==> config.mk <==
export PLATFORM = sky130hd
export DESIGN_NAME = vc_buffer_flat
export DESIGN_NICKNAME = d
export VERILOG_FILES = /design/src/rtl/vc_buffer_if.sv /design/src/rtl/vc_buffer.sv /design/src/flat_wrapper.sv
export SDC_FILE = /design/constraint.sdc
export NUM_CORES = 1
export LEC_CHECK = 0
export ABC_AREA = 1
export CAP_MARGIN = 20
export CORE_ASPECT_RATIO = 1.75
export CORE_MARGIN = 2
export CORE_UTILIZATION = 55
export CTS_CLUSTER_DIAMETER = 60
export DETAILED_ROUTE_END_ITERATION = 10
export GPL_TIMING_DRIVEN = 0
export PLACE_DENSITY = 0.74
export SETUP_SLACK_MARGIN = 0.2
export SYNTH_ARGS = -nofsm -noshare
export SYNTH_HDL_FRONTEND = slang
export SYNTH_SLANG_ARGS = --single-unit
==> constraint.sdc <==
create_clock -name clk -period 2.7 [get_ports clk]
set_input_delay 0.54 -clock clk [delete_from_list [all_inputs] [get_ports clk]]
set_output_delay 0.54 -clock clk [all_outputs]
set_load 0.02 [all_outputs]
==> src/rtl/vc_buffer_if.sv <==
// ---------------------------------------------------------------------------
// vc_buffer_if
//   Bundle of the write port, read port and status signals of vc_buffer.
//
//   master : the user side. It drives the write/read requests and observes
//            the read data and the flags. This is the link receiver plus the
//            switch allocator, or a testbench.
//   slave  : the buffer itself.
//
//   Signals
//     wr_en, wr_vc, wr_data        write request, target VC, flit
//     rd_en, rd_vc                 read request, source VC
//     rd_data, rd_valid, rd_vc_out registered read response
//     empty, full, afull           per-VC occupancy flags
//     ovf_err, udf_err             sticky error flags
// ---------------------------------------------------------------------------
interface vc_buffer_if #(
    parameter int DATA_W = 10,
    parameter int NUM_VC = 4,
    parameter int VCW    = (NUM_VC > 1) ? $clog2(NUM_VC) : 1
);
    logic              wr_en;
    logic [VCW-1:0]    wr_vc;
    logic [DATA_W-1:0] wr_data;
    logic              rd_en;
    logic [VCW-1:0]    rd_vc;
    logic [DATA_W-1:0] rd_data;
    logic              rd_valid;
    logic [VCW-1:0]    rd_vc_out;
    logic [NUM_VC-1:0] empty;
    logic [NUM_VC-1:0] full;
    logic [NUM_VC-1:0] afull;
    logic              ovf_err;
    logic              udf_err;

    modport master (
        output wr_en, wr_vc, wr_data, rd_en, rd_vc,
        input  rd_data, rd_valid, rd_vc_out, empty, full, afull, ovf_err, udf_err
    );

    modport slave (
        input  wr_en, wr_vc, wr_data, rd_en, rd_vc,
        output rd_data, rd_valid, rd_vc_out, empty, full, afull, ovf_err, udf_err
    );
endinterface

==> src/rtl/vc_buffer.sv <==
// ---------------------------------------------------------------------------
// vc_buffer
//   Router input buffer that holds NUM_VC independent FIFO queues of DEPTH
//   flits each. There is one shared write port and one shared read port, and
//   each port picks its VC every cycle. A write and a read may both happen in
//   the same cycle, to the same VC or to different VCs.
//
//   Ports
//     clk  clock
//     rst  synchronous, active-high reset
//     bus  vc_buffer_if.slave, which carries the write and read ports, the
//          per-VC empty/full/afull flags and the sticky ovf_err/udf_err flags
//
//   Handshake
//     wr_en and rd_en are requests. They have no ready signal.
//     A write is accepted when wr_en is high, wr_vc is in range and full[wr_vc]
//     is low. A read is accepted when rd_en is high, rd_vc is in range and
//     empty[rd_vc] is low.
//     The flags come from the registered counts, so a read in the same cycle
//     never frees space for a write, and a write in the same cycle never feeds
//     a read.
//     A refused request is dropped and sets its sticky error flag.
//     An accepted read raises rd_valid for exactly the next cycle. During that
//     cycle rd_data and rd_vc_out carry the flit and the VC it came from.
// ---------------------------------------------------------------------------
module vc_buffer #(
    parameter int DATA_W   = 10,
    parameter int DEPTH    = 4,
    parameter int NUM_VC   = 4,
    parameter int AFULL_TH = DEPTH - 1
) (
    input  logic        clk,
    input  logic        rst,
    vc_buffer_if.slave  bus
);
    localparam int AW  = $clog2(DEPTH);
    localparam int VCW = (NUM_VC > 1) ? $clog2(NUM_VC) : 1;
    localparam logic [AW:0] DEPTH_C = (AW+1)'(DEPTH);
    localparam logic [AW:0] AFULL_C = (AW+1)'(AFULL_TH);

    // Storage is not reset. Every VC is empty after reset, so stale
    // contents are never read.
    logic [DATA_W-1:0] mem_q [NUM_VC][DEPTH];

    logic [AW-1:0]     wp_q  [NUM_VC];
    logic [AW-1:0]     wp_d  [NUM_VC];
    logic [AW-1:0]     rp_q  [NUM_VC];
    logic [AW-1:0]     rp_d  [NUM_VC];
    logic [AW:0]       cnt_q [NUM_VC];
    logic [AW:0]       cnt_d [NUM_VC];

    logic [NUM_VC-1:0] empty_w;
    logic [NUM_VC-1:0] full_w;
    logic [NUM_VC-1:0] afull_w;
    logic [NUM_VC-1:0] wr_acc_v;
    logic [NUM_VC-1:0] rd_acc_v;
    logic              wr_acc;
    logic              rd_acc;

    logic [DATA_W-1:0] rd_data_q;
    logic [DATA_W-1:0] rd_data_d;
    logic [VCW-1:0]    rd_vc_out_q;
    logic [VCW-1:0]    rd_vc_out_d;
    logic              rd_valid_q;
    logic              ovf_q;
    logic              udf_q;

    // The VC selects are widened to 32 bits. This lets the range check
    // against NUM_VC stay meaningful when NUM_VC is not a power of two.
    logic [31:0]       wr_vc_ext;
    logic [31:0]       rd_vc_ext;

    assign wr_vc_ext = 32'(bus.wr_vc);
    assign rd_vc_ext = 32'(bus.rd_vc);

    always_comb begin
        rd_data_d   = rd_data_q;
        rd_vc_out_d = rd_vc_out_q;
        empty_w     = '0;
        full_w      = '0;
        afull_w     = '0;
        wr_acc_v    = '0;
        rd_acc_v    = '0;
        for (int v = 0; v < NUM_VC; v++) begin
            empty_w[v]  = (cnt_q[v] == '0);
            full_w[v]   = (cnt_q[v] == DEPTH_C);
            afull_w[v]  = (cnt_q[v] >= AFULL_C);
            wr_acc_v[v] = bus.wr_en && (wr_vc_ext == 32'(v)) && !full_w[v];
            rd_acc_v[v] = bus.rd_en && (rd_vc_ext == 32'(v)) && !empty_w[v];
            wp_d[v]     = wp_q[v] + AW'(wr_acc_v[v]);
            rp_d[v]     = rp_q[v] + AW'(rd_acc_v[v]);
            cnt_d[v]    = cnt_q[v] + (AW+1)'(wr_acc_v[v]) - (AW+1)'(rd_acc_v[v]);
            if (rd_acc_v[v]) begin
                rd_data_d   = mem_q[v][rp_q[v]];
                rd_vc_out_d = VCW'(v);
            end
        end
    end

    assign wr_acc = |wr_acc_v;
    assign rd_acc = |rd_acc_v;

    always_ff @(posedge clk) begin
        if (rst) begin
            for (int v = 0; v < NUM_VC; v++) begin
                wp_q[v]  <= '0;
                rp_q[v]  <= '0;
                cnt_q[v] <= '0;
            end
            rd_data_q   <= '0;
            rd_vc_out_q <= '0;
            rd_valid_q  <= 1'b0;
            ovf_q       <= 1'b0;
            udf_q       <= 1'b0;
        end else begin
            for (int v = 0; v < NUM_VC; v++) begin
                wp_q[v]  <= wp_d[v];
                rp_q[v]  <= rp_d[v];
                cnt_q[v] <= cnt_d[v];
            end
            rd_data_q   <= rd_data_d;
            rd_vc_out_q <= rd_vc_out_d;
            rd_valid_q  <= rd_acc;
            if (bus.wr_en && !wr_acc) ovf_q <= 1'b1;
            if (bus.rd_en && !rd_acc) udf_q <= 1'b1;
        end
    end

    always_ff @(posedge clk) begin
        for (int v = 0; v < NUM_VC; v++) begin
            if (!rst && wr_acc_v[v]) begin
                mem_q[v][wp_q[v]] <= bus.wr_data;
            end
        end
    end

    assign bus.rd_data   = rd_data_q;
    assign bus.rd_valid  = rd_valid_q;
    assign bus.rd_vc_out = rd_vc_out_q;
    assign bus.empty     = empty_w;
    assign bus.full      = full_w;
    assign bus.afull     = afull_w;
    assign bus.ovf_err   = ovf_q;
    assign bus.udf_err   = udf_q;

endmodule

==> src/flat_wrapper.sv <==
// flat-port wrapper written by rule: the top's interface ports become plain ports
module vc_buffer_flat 
#(
    parameter int DATA_W   = 10,
    parameter int DEPTH    = 4,
    parameter int NUM_VC   = 4,
    parameter int AFULL_TH = DEPTH - 1
)
  (clk, rst, bus_wr_en, bus_wr_vc, bus_wr_data, bus_rd_en, bus_rd_vc, bus_rd_data, bus_rd_valid, bus_rd_vc_out, bus_empty, bus_full, bus_afull, bus_ovf_err, bus_udf_err);
  vc_buffer_if #(.DATA_W(DATA_W), .NUM_VC(NUM_VC)) bus_i ();
  input  logic clk;
  input  logic rst;
  input wire logic [$bits(bus_i.wr_en)-1:0] bus_wr_en;
  input wire logic [$bits(bus_i.wr_vc)-1:0] bus_wr_vc;
  input wire logic [$bits(bus_i.wr_data)-1:0] bus_wr_data;
  input wire logic [$bits(bus_i.rd_en)-1:0] bus_rd_en;
  input wire logic [$bits(bus_i.rd_vc)-1:0] bus_rd_vc;
  output wire logic [$bits(bus_i.rd_data)-1:0] bus_rd_data;
  output wire logic [$bits(bus_i.rd_valid)-1:0] bus_rd_valid;
  output wire logic [$bits(bus_i.rd_vc_out)-1:0] bus_rd_vc_out;
  output wire logic [$bits(bus_i.empty)-1:0] bus_empty;
  output wire logic [$bits(bus_i.full)-1:0] bus_full;
  output wire logic [$bits(bus_i.afull)-1:0] bus_afull;
  output wire logic [$bits(bus_i.ovf_err)-1:0] bus_ovf_err;
  output wire logic [$bits(bus_i.udf_err)-1:0] bus_udf_err;
  assign bus_i.wr_en = bus_wr_en;
  assign bus_i.wr_vc = bus_wr_vc;
  assign bus_i.wr_data = bus_wr_data;
  assign bus_i.rd_en = bus_rd_en;
  assign bus_i.rd_vc = bus_rd_vc;
  assign bus_rd_data = bus_i.rd_data;
  assign bus_rd_valid = bus_i.rd_valid;
  assign bus_rd_vc_out = bus_i.rd_vc_out;
  assign bus_empty = bus_i.empty;
  assign bus_full = bus_i.full;
  assign bus_afull = bus_i.afull;
  assign bus_ovf_err = bus_i.ovf_err;
  assign bus_udf_err = bus_i.udf_err;
  vc_buffer #(.DATA_W(DATA_W), .DEPTH(DEPTH), .NUM_VC(NUM_VC), .AFULL_TH(AFULL_TH)) u_core (.clk(clk), .rst(rst), .bus(bus_i));
endmodule
==> impl_metrics.toml <==
[clock_network]
clk_path_buf_depth = 3
numCtsBuffers = 19
cts.sinks = 203
path_clk_slew_ns = 0.07
cts_root_buf = "clkbuf_16"
cts_tree = "done"
cts_max_level = 1
clk_latency_ns = 0.48

[placement]
dp_hpwl_mm = 13.8
io_buffer_count = 44
place.gp.congestion = 0.888

[yosys]
syn_avg_cell_area_um2 = 10.9
synth_edf_count = 160
yosysTopAreaCellShare_pct = 56.9
synth.distinct_cells = 31
synth-seq-cells = 203
syn_area_mm2 = 0.00844
async_flop_share_pct = 0
synth_area_leaders = "edfxtp_1 (57%), dfxtp_1 (10%), nor2_1 (6.3%)"
yosysSeqAreaShare_pct = 67.1
synth_flop_cell = "edfxtp_1"
yosysMostFrequentCell = "edfxtp_1"
postSynthCellCount = 772
syn-num-nets = 811
synth_top_area_cell = "edfxtp_1"
yosys_warnings = 0
synthTopCellsByCount = "edfxtp_1 (160), nor2_1 (141), nand2_1 (103)"

[drt]
drc = 0
firstDrtPassIters = 5
totalWireLength_mm = 19.9
antenna_left = 0
routedWlPerCell_um = 19.0
viasPerCell = 5.62
drtIter0Drc = 389
vias = 5890

[critical_path]
worstPathRequired_ns = 2.89
rrSetupSlack_ns = 0.49
worstSetupEndpointType = "flop"
arrival_ns = 2.59
worstPathMaxFanout = 7
cp-start-kind = "input pin"
critPathKind = "in2reg"

[layout]
n_antenna_cell = 0
nFillCells = 1121
layout-drive-gt1-share_pct = 9.13
final_nets = 893
regArea_mm2 = 0.00567
area_growth_pct = 17.3
multi_input_area_mm2 = 0.00235

[timing]
rsz0062_at_grt = "true"
finalMaxSlewViolations = 0
holdWs_ns = 0.468
max_freq_mhz = 417
fin_crit_sh_pct = 88.8
setup_violations = 0
relSlewSlack_pct = 41.2
final-hold-violation-count = 0
finClkSkew_ns = 0.00992
fin_crit_ns = 2.40
tightest_slew_ns = 0.878
final.setup.tns_ns = 0

[floorplanning]
start_util_pct = 56.6
dieArea_mm2 = 0.0164
num_rows = 59
ioPinCount = 45
die_height_um = 168
design.core.area_mm2 = 0.0149
die_width_um = 97.6

[power_and_ir_drop]
leakage_uw = 0.00382
vdd_drop_max_mv = 0.697
cellPowerDensity_mw_per_mm2 = 723

[global_routing]
track_usage_pct = 24.4
antenna_found_initial = 0
grt_pass1_vias = 6000
grt-ovfl-total = 0
grt_max_degree = 18
grt_pass1_wl_mm = 30.7

[status]
status = "finished, final reports clean"

[run]
maxCapViolCount = 0

[hold_path]
hp-class = "reg2reg"
through the flow:
stage	setup slack (ns)	util, %	total power [uW]	std cells	cell area (um^2)
after global placement	-0.460	61.1	4470	999	9110
final	0.301	66.4	7150	1048	9900
after global routing	0.191	66.4	7400	1048	9900
after floorplan	0.471	-	4110	772	8440
after CTS	0.243	66.1	7170	1046	9860
after detailed placement	-0.386	61.9	4510	1014	9220
cell families after synthesis:
family                   count (synthesis)  synth area share, %
AND/OR/NAND/NOR                        306                 14.9
flip-flops                             203                 67.1
AO/OA/AOI/OAI                          123                 7.98
buffers and inverters                  107                 5.23
adder cells (fa/ha/maj)                 21                 3.47
XOR/XNOR                                12                 1.25
flip-flops by register name, indices dropped and copies added (netlist names):
register,count
u_core.mem_q,160
u_core.wp_q,8
u_core.bus.udf_err,1
u_core.bus.rd_vc_out,2
u_core.bus.ovf_err,1
u_core.rp_q,8
u_core.bus.rd_data,10
u_core.bus.rd_valid,1
u_core.cnt_q,12
cell usage in the layout (no fill, tap or decap), types with 2 or more instances in the layout:
cell	synthesis	layout
edfxtp_1	160	160
nor2_1	141	139
nand2_2	4	4
nand4_1	2	2
o211ai_1	18	18
inv_2	4	5
nor2_4	2	3
inv_1	68	67
buf_2	11	11
a21oi_1	15	15
clkinv_2	0	3
nor2_2	1	2
ha_1	17	17
bufinv_16	0	3
o22ai_1	9	9
clkinv_4	0	2
clkdlybuf4s50_1	0	42
clkbuf_1	17	18
clkbuf_16	0	19
dfxtp_1	43	43
buf_4	1	16
xnor2_1	7	7
dlymetal6s2s_1	0	2
nand2_1	103	103
buf_6	3	4
nor3_1	17	16
o21ai_0	72	72
nand3_1	33	33
o21ai_1	8	8
fa_1	4	4
xor2_1	5	5
buf_1	2	2
clkinv_1	1	2
clkinvlp_4	0	2
report_power, final:
group	switching (uW)	internal, uW	total [uW]
sequential	55.2	3460	3520
clock	1110	1590	2690
combinational	586	360	946
total	1750	5410	7150
what timing repair did:
| item | in CTS | in global routing |
|---|---|---|
| pin swaps | 0 | 3 |
| cloned | 0 | 0 |
| setup endpoints to repair | 2 | 9 |
| hold endpoints to repair | 0 | 0 |
| hold buffers | 0 | 0 |
| resized for setup | 3 | 7 |
| buffers inserted | 0 | 2 |
path summary, 6_finish.rpt:
check	depth (start not counted)	from	end
max	6	bus_wr_en	u_core.mem_q[1][9]
max reg2reg	7	u_core.cnt_q[0][1]	u_core.mem_q[0][14]
min	2	u_core.bus.ovf_err	u_core.bus.ovf_err
min reg2reg	2	u_core.bus.ovf_err	u_core.bus.ovf_err
per-layer routing:
metal / part of all wire [%] / vias to the layer above / GRT usage (%)
li1: - / 2782 / -
met1: 35 / 2769 / 27.0
met2: 54 / 257 / 45.5
met3: 5.3 / 82 / 2.53
met4: 5.8 / 0 / 12.9
met5: 0 / - / 0
critical path, cell delays in order:
cell and delay [ns]:
clkdlybuf4s50_1 0.52, nand3_1 0.12, nor2_1 0.39, nand2_1 0.20, nor3_1 0.53, buf_4 0.28
final cells by class:
| cell class | instances | share of cell area, % |
|---|---|---|
| clock inverter | 12 | 1.52 |
| sequential | 203 | 57.2 |
| tap | 183 | 2.31 |
| timing repair buffer | 61 | 5.76 |
| buffer | 34 | 1.83 |
| multi-input combinational | 462 | 23.7 |
| inverter | 73 | 2.77 |
| clock buffer | 20 | 4.84 |
(Power assumes the default switching activity.)
